[src/rtl/alu_pipe.sv]
// ---------------------------------------------------------------------------
// alu_pipe: registered ALU with valid/ready on both sides, an iterative
// shift-add multiplier and a {C,N,V,Z} status word.
//
// Ports
//   clk, rst_n     clock, asynchronous active-low reset
//   flush          synchronous abort of in-flight / held results
//   in_valid/in_ready, a, b, c_in, op   operation input handshake
//   out_valid/out_ready, result, status output handshake, status = {C,N,V,Z}
//   busy           high while a multiply is iterating
//
// Handshake rule (both sides): a transfer happens on a rising clk edge where
// valid and ready are both 1. A producer holds its payload stable while
// valid=1 and ready=0. result/status only change on a transfer, a completed
// multiply or reset; flush leaves them untouched.
//
// Internal FSM state is the signal "state" (IDLE / BUSY / HOLD) for checkers.
// ---------------------------------------------------------------------------
module alu_pipe #(
    parameter int WIDTH  = 32,
    parameter bit MUL_EN = 1'b1
) (
    input  logic             clk,
    input  logic             rst_n,
    input  logic             flush,
    input  logic             in_valid,
    output logic             in_ready,
    input  logic [WIDTH-1:0] a,
    input  logic [WIDTH-1:0] b,
    input  logic             c_in,
    input  logic [3:0]       op,
    output logic             out_valid,
    input  logic             out_ready,
    output logic [WIDTH-1:0] result,
    output logic [3:0]       status,
    output logic             busy
);

    localparam int SH_W = $clog2(WIDTH);

    localparam logic [3:0] OP_XOR  = 4'b0000;
    localparam logic [3:0] OP_AND  = 4'b0001;
    localparam logic [3:0] OP_OR   = 4'b0010;
    localparam logic [3:0] OP_NOR  = 4'b0011;
    localparam logic [3:0] OP_ADD  = 4'b0100;
    localparam logic [3:0] OP_SHL  = 4'b0101;
    localparam logic [3:0] OP_SHR  = 4'b0110;
    localparam logic [3:0] OP_ZERO = 4'b0111;
    localparam logic [3:0] OP_MUL  = 4'b1000;
    localparam logic [3:0] OP_SUB  = 4'b1100;
    localparam logic [3:0] OP_ASR  = 4'b1101;

    typedef enum logic [1:0] {
        IDLE = 2'd0,
        BUSY = 2'd1,
        HOLD = 2'd2
    } state_t;

    state_t           state;
    logic             rdy_en;     // keeps in_ready low until the first edge after reset
    logic [WIDTH-1:0] mcand;      // multiplicand, fixed during BUSY
    logic [WIDTH-1:0] prod_hi;    // upper product half (running partial sum)
    logic [WIDTH-1:0] prod_lo;    // multiplier bits shift out, product low bits shift in
    logic [SH_W-1:0]  cnt;

    logic             accept;
    logic             is_mul;

    assign in_ready  = rdy_en & ((state == IDLE) | ((state == HOLD) & out_ready));
    assign accept    = in_valid & in_ready;
    assign out_valid = (state == HOLD);
    assign busy      = (state == BUSY);
    assign is_mul    = MUL_EN && (op == OP_MUL);

    // Single-cycle datapath
    logic [SH_W-1:0]  sh;
    logic [WIDTH:0]   add_full, sub_full, shl_full, shr_full, asr_full;
    logic [WIDTH-1:0] b_inv;
    logic [WIDTH-1:0] alu_res;
    logic             alu_c, alu_v;
    logic [3:0]       alu_status;

    always_comb begin
        sh       = b[SH_W-1:0];
        b_inv    = ~b;
        add_full = {1'b0, a} + {1'b0, b} + {{WIDTH{1'b0}}, c_in};
        sub_full = {1'b0, a} + {1'b0, b_inv} + {{WIDTH{1'b0}}, 1'b1};
        // One extra bit below/above the operand catches the last bit shifted
        // out; it is naturally 0 for a zero shift amount.
        shl_full = {1'b0, a} << sh;
        shr_full = {a, 1'b0} >> sh;
        asr_full = $signed({a, 1'b0}) >>> sh;
        alu_res  = '0;
        alu_c    = 1'b0;
        alu_v    = 1'b0;
        case (op)
            OP_XOR:  alu_res = a ^ b;
            OP_AND:  alu_res = a & b;
            OP_OR:   alu_res = a | b;
            OP_NOR:  alu_res = ~(a | b);
            OP_ADD: begin
                {alu_c, alu_res} = add_full;
                alu_v = (a[WIDTH-1] == b[WIDTH-1]) && (add_full[WIDTH-1] != a[WIDTH-1]);
            end
            OP_SUB: begin
                {alu_c, alu_res} = sub_full;
                alu_v = (a[WIDTH-1] == b_inv[WIDTH-1]) && (sub_full[WIDTH-1] != a[WIDTH-1]);
            end
            OP_SHL: begin
                alu_res = shl_full[WIDTH-1:0];
                alu_c   = shl_full[WIDTH];
            end
            OP_SHR: begin
                alu_res = shr_full[WIDTH:1];
                alu_c   = shr_full[0];
            end
            OP_ASR: begin
                alu_res = asr_full[WIDTH:1];
                alu_c   = asr_full[0];
            end
            OP_ZERO: alu_res = '0;
            // Illegal ops (and MUL when reaching here) give 0 with C=V=0,
            // so the status below becomes 4'b0001 automatically.
            default: alu_res = '0;
        endcase
        alu_status = {alu_c, alu_res[WIDTH-1], alu_v, (alu_res == '0)};
    end

    // One shift-add step: add multiplicand to upper half if the current
    // multiplier LSB is set, then shift the whole product right by one.
    logic [WIDTH:0]   mul_sum;
    logic [WIDTH-1:0] mul_hi_nxt, mul_lo_nxt;
    logic [3:0]       mul_status;

    always_comb begin
        mul_sum    = {1'b0, prod_hi} + (prod_lo[0] ? {1'b0, mcand} : {(WIDTH+1){1'b0}});
        mul_hi_nxt = mul_sum[WIDTH:1];
        mul_lo_nxt = {mul_sum[0], prod_lo[WIDTH-1:1]};
        mul_status = {(mul_hi_nxt != '0), mul_lo_nxt[WIDTH-1], 1'b0, (mul_lo_nxt == '0)};
    end

    always_ff @(posedge clk or negedge rst_n) begin
        if (!rst_n) begin
            state   <= IDLE;
            rdy_en  <= 1'b0;
            result  <= '0;
            status  <= '0;
            mcand   <= '0;
            prod_hi <= '0;
            prod_lo <= '0;
            cnt     <= '0;
        end else begin
            rdy_en <= 1'b1;
            if (flush) begin
                state <= IDLE;
            end else begin
                case (state)
                    BUSY: begin
                        prod_hi <= mul_hi_nxt;
                        prod_lo <= mul_lo_nxt;
                        cnt     <= cnt + SH_W'(1);
                        if (cnt == SH_W'(WIDTH - 1)) begin
                            result <= mul_lo_nxt;
                            status <= mul_status;
                            state  <= HOLD;
                        end
                    end
                    default: begin
                        // IDLE, or HOLD where in_ready already implies out_ready
                        if (accept) begin
                            if (is_mul) begin
                                mcand   <= a;
                                prod_hi <= '0;
                                prod_lo <= b;
                                cnt     <= '0;
                                state   <= BUSY;
                            end else begin
                                result <= alu_res;
                                status <= alu_status;
                                state  <= HOLD;
                            end
                        end else if (state == HOLD && out_ready) begin
                            state <= IDLE;
                        end
                    end
                endcase
            end
        end
    end

endmodule

[config.mk]
export PLATFORM = sky130hd
export DESIGN_NAME = alu_pipe
export DESIGN_NICKNAME = d
export VERILOG_FILES = /design/src/rtl/alu_pipe.sv
export SDC_FILE = /design/constraint.sdc
export NUM_CORES = 1
export LEC_CHECK = 0
export CAP_MARGIN = 20
export CORE_MARGIN = 4
export CORE_UTILIZATION = 25
export DETAILED_ROUTE_END_ITERATION = 8
export PLACE_DENSITY = 0.49
export SLEW_MARGIN = 20
export SYNTH_ARGS = -nofsm -noshare
export SYNTH_HDL_FRONTEND = slang
export SYNTH_SLANG_ARGS = --single-unit
[constraint.sdc]
create_clock -name clk -period 5.1 [get_ports clk]
set_clock_uncertainty 0.1 [all_clocks]
set_input_delay 0.765 -clock clk [delete_from_list [all_inputs] [get_ports clk]]
set_output_delay 0.765 -clock clk [all_outputs]
set_load 0.03 [all_outputs]
# Word-level counts from Yosys, hierarchy flattened
# Index checks and enable logic that the tools add are counted.
totals:
  ff_bits: 140
  input_bits: 74
  output_inout_bits: 39
  elab_cells: 89
op_classes:
  add_sub_neg: 6
  n_eq_ne: 19
  shifts: 3
  n_mux: 27
  bitwise: 11
  reduce_logical: 15
op_table:
  columns: ["op", "n"]
  rows:
  - ["two-way mux 32 bit", 11]
  - ["case mux 32 bit (9 select lines)", 1]
  - ["adder 32 x 32 -> 33 bit", 3]
  - ["zero test 32 bit", 2]
  - ["NOT 32 bit", 2]
  - ["adder 33 x 1 -> 33 bit", 1]
  - ["adder 33 x 1 -> 33 bit, second input constant", 1]
  - ["left shift 32 x 5 -> 33 bit", 1]
  - [">> shifter 33 x 5 -> 33 bit", 1]
  - [">>> shifter 33 x 5 -> 33 bit", 1]
  - ["bitwise AND 32 bit", 1]
  - ["OR 32 bit", 1]
  - ["nonzero test 32 bit", 1]
  - ["XOR 32 bit", 1]
  - ["two-way mux 4 bit", 4]
  - ["two-way mux 5 bit", 3]
  - ["equality test 4 x 3 -> 1 bit, second input constant", 3]
  - ["equality test 4 bit, second input constant", 3]
  - ["two-way mux 2 bit", 6]
  - ["equality test 4 x 2 -> 1 bit, second input constant", 2]
  - ["AND reduction 4 bit", 2]
  - ["adder 5 x 1 -> 5 bit, second input constant", 1]
  - ["equality test 5 bit, second input constant", 1]
  - ["case mux 1 bit (5 select lines)", 1]
  - ["other kinds (19)", 27]

# Depth between registers and ports, before layout
depth:
  word_depth: 9
  depth_mapped: 18
  mapped_depth_nobuf: 14

# Worst setup path before layout
# Ideal clock, no wire load.
synth_path:
  path_type: "input to register"
  startpoint: "input b[2]"
  endpoint: "register status[0]"
  setup_ps: 66
  arrival_time_ps: 4402
  t_required_ps: 4934
  path_slack_ps: 532
  stages: 17
  path_buffers: 4
  cell_sequence: "buf_6 -> inv_2 -> buf_1 -> clkbuf_1 -> ha_1 -> buf_2 -> o21ai_0 -> nor4_1 -> nor3_1 -> o2111ai_2 -> a41oi_1 -> o221ai_1 -> a221o_1 -> a311oi_1 -> nand4_1 -> nor4_1 -> a31o_1"
synth_between:
  elab_chain_cells: 8
  word_cells_on_any_way: 17
synth_lines:
  columns: ["item", "line", "rtl"]
  rows:
  - ["start: declaration", "29", "input logic [WIDTH-1:0] b,"]
  - ["NOT 32 bit", "85", "b_inv = ~b;"]
  - ["adder 32 x 32 -> 33 bit", "87", "sub_full = {1'b0, a} + {1'b0, b_inv} + {{WIDTH{1'b0}}, 1'b1};"]
  - ["adder 33 x 1 -> 33 bit", "87", null]
  - ["case mux 32 bit (9 select lines) *", "96", "case (op)"]
  - ["zero test 32 bit *", "126", "alu_status = {alu_c, alu_res[WIDTH-1], alu_v, (alu_res == '0)};"]
  - ["two-way mux 4 bit *", "171", "if (is_mul) begin"]
  - ["two-way mux 4 bit *", "170", "if (accept) begin"]
  - ["two-way mux 4 bit *", "157", "case (state)"]
  - ["end signal: assignment", "164", "status <= mul_status;"]
  - ["end signal: assignment", "179", "status <= alu_status;"]
  - ["end: declaration", "35", "output logic [3:0] status,"]
# Every way passes the cells marked *; elsewhere a longest branch is shown, timed or not. The select of a mux whose other input is x is not followed.
# A chain may end at the register's enable or synchronous reset.

# Final worst setup path
layout_path:
  startpoint: "input a[15]"
  endpoint: "register status[0]"
layout_between:
  elab_chain_cells: 7
  word_cells_on_any_way: 16
layout_lines:
  columns: ["item", "line", "rtl"]
  rows:
  - ["start: declaration", "28", "input logic [WIDTH-1:0] a,"]
  - ["adder 32 x 32 -> 33 bit, or another cell as far along", "87", null]
  - ["adder 33 x 1 -> 33 bit, or another cell as far along", "87", null]
  - ["case mux 32 bit (9 select lines) *", "96", null]
  - ["zero test 32 bit *", "126", null]
  - ["two-way mux 4 bit *", "171", null]
  - ["two-way mux 4 bit *", "170", null]
  - ["two-way mux 4 bit *", "157", null]
# Marked as above.

==> run_results.csv <==
group,metric,value,unit
global_routing,grt_pass1_wl,142500,µm
clock_tree,root_buffer,"clkbuf_16",
logic_synthesis,synthArstFlopShare,100.0,%
placement,io_buffers,112,
sta,tns,0,ns
placement,place_congestion,0.9875,
global_routing,grt_max_degree,77,
drt,drt_iter0_markers,2076,
logic_synthesis,yosys.area.top_type,"dfrtp_1",
die,die_h,281.9,µm
sta,slew_headroom,29.20,%
sta,final.period_utilization,97.30,%
die,coreArea,0.07445,mm²
power,p_int,3.067,mW
logic_synthesis,synth_common_cells,"nand2_1 (295), nor2_1 (210), o21ai_0 (173)",
layout,area_growth,27.64,%
sta,max_freq,0.2015,GHz
run_status,status,"finished, final reports clean",
placement,dp_cells,3715,
worst_setup_path,cp.required,5.37,ns
logic_synthesis,yosysWarnings,0,
global_routing,gr-total-overflow,0,
drt,dr.pass1.iters,9,
logic_synthesis,postSynthAreaPerCell,7.706,µm²
run,maxCapViolations,0,
drt,drtAntennaViolNets,0,
power,max-vdd-ir-drop,208.5,µV
power,power.share.clock,24.3,%
power,seqPwrFrac,27.4,%
drt,post_drt_wl_per_cell,26.17,µm
clock_tree,clockBufferDepth,2,
die,rows,100,
hold_path,hold_class,"in2async",
logic_synthesis,synth_area,0.01876,mm²
sta,finalCriticalPeriod,4.962,ns
drt,wirelength,98090,µm
power,switchingPower,2.201,mW
power,comb_power_share,48.2,%
clock_tree,cts.clk_slew.worst_paths,0.07,ns
sta,fin_ws,0.1376,ns
logic_synthesis,synth_top_area_share,18.55,%
logic_synthesis,postSynthCellCount,2434,
worst_setup_path,worst_setup_path_start_kind,"input port",
power,total_power,5.268,mW
logic_synthesis,ys_seq_area_share,18.55,%
die,pin_count,113,
sta,setup_viol,0,
die,dieWidth,281.9,µm
logic_synthesis,ys_ff_latch,139,
placement,dpl.hpwl,80220,µm
logic_synthesis,netlist-cell-type-count,94,
global_routing,grt_pass1_vias,20620,
placement,post-place-ws,-0.4045,ns
logic_synthesis,ys.flop_type,"dfrtp_1",
die,initial_utilization,25.19,%
layout,fin_cells,3748,
worst_setup_path,cp_max_fo,9,
layout,fin_nets,2984,
drt,num_vias,20960,
global_routing,grt_use_total,23.95,%
die,dieArea,0.07947,mm²
clock_tree,insertion_delay,0.44,ns
sta,tightest_slew,1.058,ns
power,switching_share,41.78,%
power,cellPowerDensity,220.1,mW/mm²
worst_setup_path,cp.arrival,5.24,ns
sta,slew_violations,0,
sta,hold_violations,0,
clock_tree,cts_made_buffers,17,
logic_synthesis,synth-edff-count,0,
clock_tree,cts_tree,"yes",
power,leakagePower,10.73,nW
clock_tree,h-tree-depth,4,
logic_synthesis,syn-num-nets,2653,
global_routing,antenna_found_initial,6,
drt,via_per_inst,5.592,
logic_synthesis,yosys-top-cells-area,"dfrtp_1 (19%), ha_1 (9.4%), nand2_1 (5.9%)",
layout,final_layout_size_suffix_gt1_share,21.27,%
worst_setup_path,crit_type,"in2reg",
clock_tree,clock-sinks,139,
worst_setup_path,endpoint_kind,"register",
drt,drc,0,
logic_synthesis,yosysMostFrequentCell,"nand2_1",
[per-layer routing]
layer | vias up | global-route usage, % | wire [µm]
met5 | - | 0 | 27
met3 | 117 | 2.592 | 6002
met1 | 10360 | 33.26 | 44030
met2 | 804 | 39.91 | 45630
li1 | 9672 | - | -
met4 | 4 | 5.779 | 2402
[power by group through the flow]
stage	Clock, mW	Sequential [mW]	Combinational (mW)
CTS	1.30	1.45	2.51
finish	1.28	1.45	2.54
detailed placement	0	1.47	2.50
global placement	0	1.46	2.50
global route	1.35	1.47	2.71
floorplan	0	1.53	1.24
[logic make-up (layout without fill, tap and decap cells)]
kind of cell             count (synthesis)  in the layout  share of synthesized area, %
AO/OA/AOI/OAI                          767            767                         27.53
multiplexers                           199            199                         13.92
other                                    1              2                       0.01999
AND/OR/NAND/NOR                        823            823                         20.59
adder cells (fa/ha/maj)                145            145                         9.833
flip-flops                             139            139                         18.55
buffers and inverters                  310            654                         7.225
XOR/XNOR                                50             50                         2.335
[cells in the final DEF, fill, tap and decap left out, types with 45 or more instances in the layout]
cell             count
buf_4              393
nand2_1            294
nor2_1             210
o21ai_0            173
a21oi_1            150
ha_1               141
dfrtp_1            139
inv_1              107
clkdlybuf4s50_1    104
mux2i_1            102
nand3_1             78
a211oi_1            53
a31oi_1             49
mux2_2              48
and2_1              45
[worst paths after layout]
check	end	slack, ns	from	cells past startpoint
max	status[0]	0.14	a[15]	19
max reg2reg	status[3]	0.31	prod_lo[0]	14
min in group clk	mcand[26]	0.37	mcand[26]	2
min	prod_hi[7]	0.27	rst_n	1
min reg2reg	mcand[26]	0.37	mcand[26]	2
max in group asynchronous	result[25]	3.61	rst_n	2
[state kept, by name, summed over array words and instances (netlist names)]
name	cells
state	2
status	4
result	31
rdy_en	1
prod_lo	32
mcand	32
prod_hi	32
cnt	5
[layout make-up]
| type | count | area, µm² |
|---|---|---|
| Fill cell | 7959 | 50510 |
| Multi-Input combinational cell | 1985 | 14000 |
| Timing Repair Buffer | 512 | 4245 |
| Sequential cell | 139 | 3478 |
| Tap cell | 969 | 1212 |
| Clock buffer | 19 | 432.9 |
| Inverter | 110 | 412.9 |
| Clock inverter | 13 | 151.4 |
| Antenna cell | 1 | 2.502 |
[per-stage QoR]
stage | hold slack [ns] | area (µm²) | utilization [%]
after floorplan | 0.3418 | 18760 | -
after global placement | 0.3582 | 23300 | 31.30
after detailed placement | 0.3634 | 23310 | 31.31
after CTS | 0.2861 | 23890 | 32.09
after global routing | 0.3223 | 23940 | 32.15
final | 0.2734 | 23940 | 32.16
[timing repair]
item                       in CTS  in global routing
setup endpoints to repair       0                  2
gates resized for setup         0                  9
setup buffers                   0                  0
hold buffers                    0                  0
[worst max-delay path: stages]
cell and delay (ns):
clkdlybuf4s50_1 0.47, buf_4 0.17, inv_1 0.09, ha_1 0.34, buf_4 0.19, inv_1 0.07
a21oi_1 0.19, a21boi_0 0.47, nor4bb_1 0.33, buf_4 0.17, a2111oi_0 0.13, buf_4 0.18
o2111ai_1 0.23, a32oi_1 0.17, a311oi_1 0.38, nand4_1 0.16, buf_4 0.17, nor4_1 0.36
a31o_1 0.20
Power figures use the tool's default switching activity.
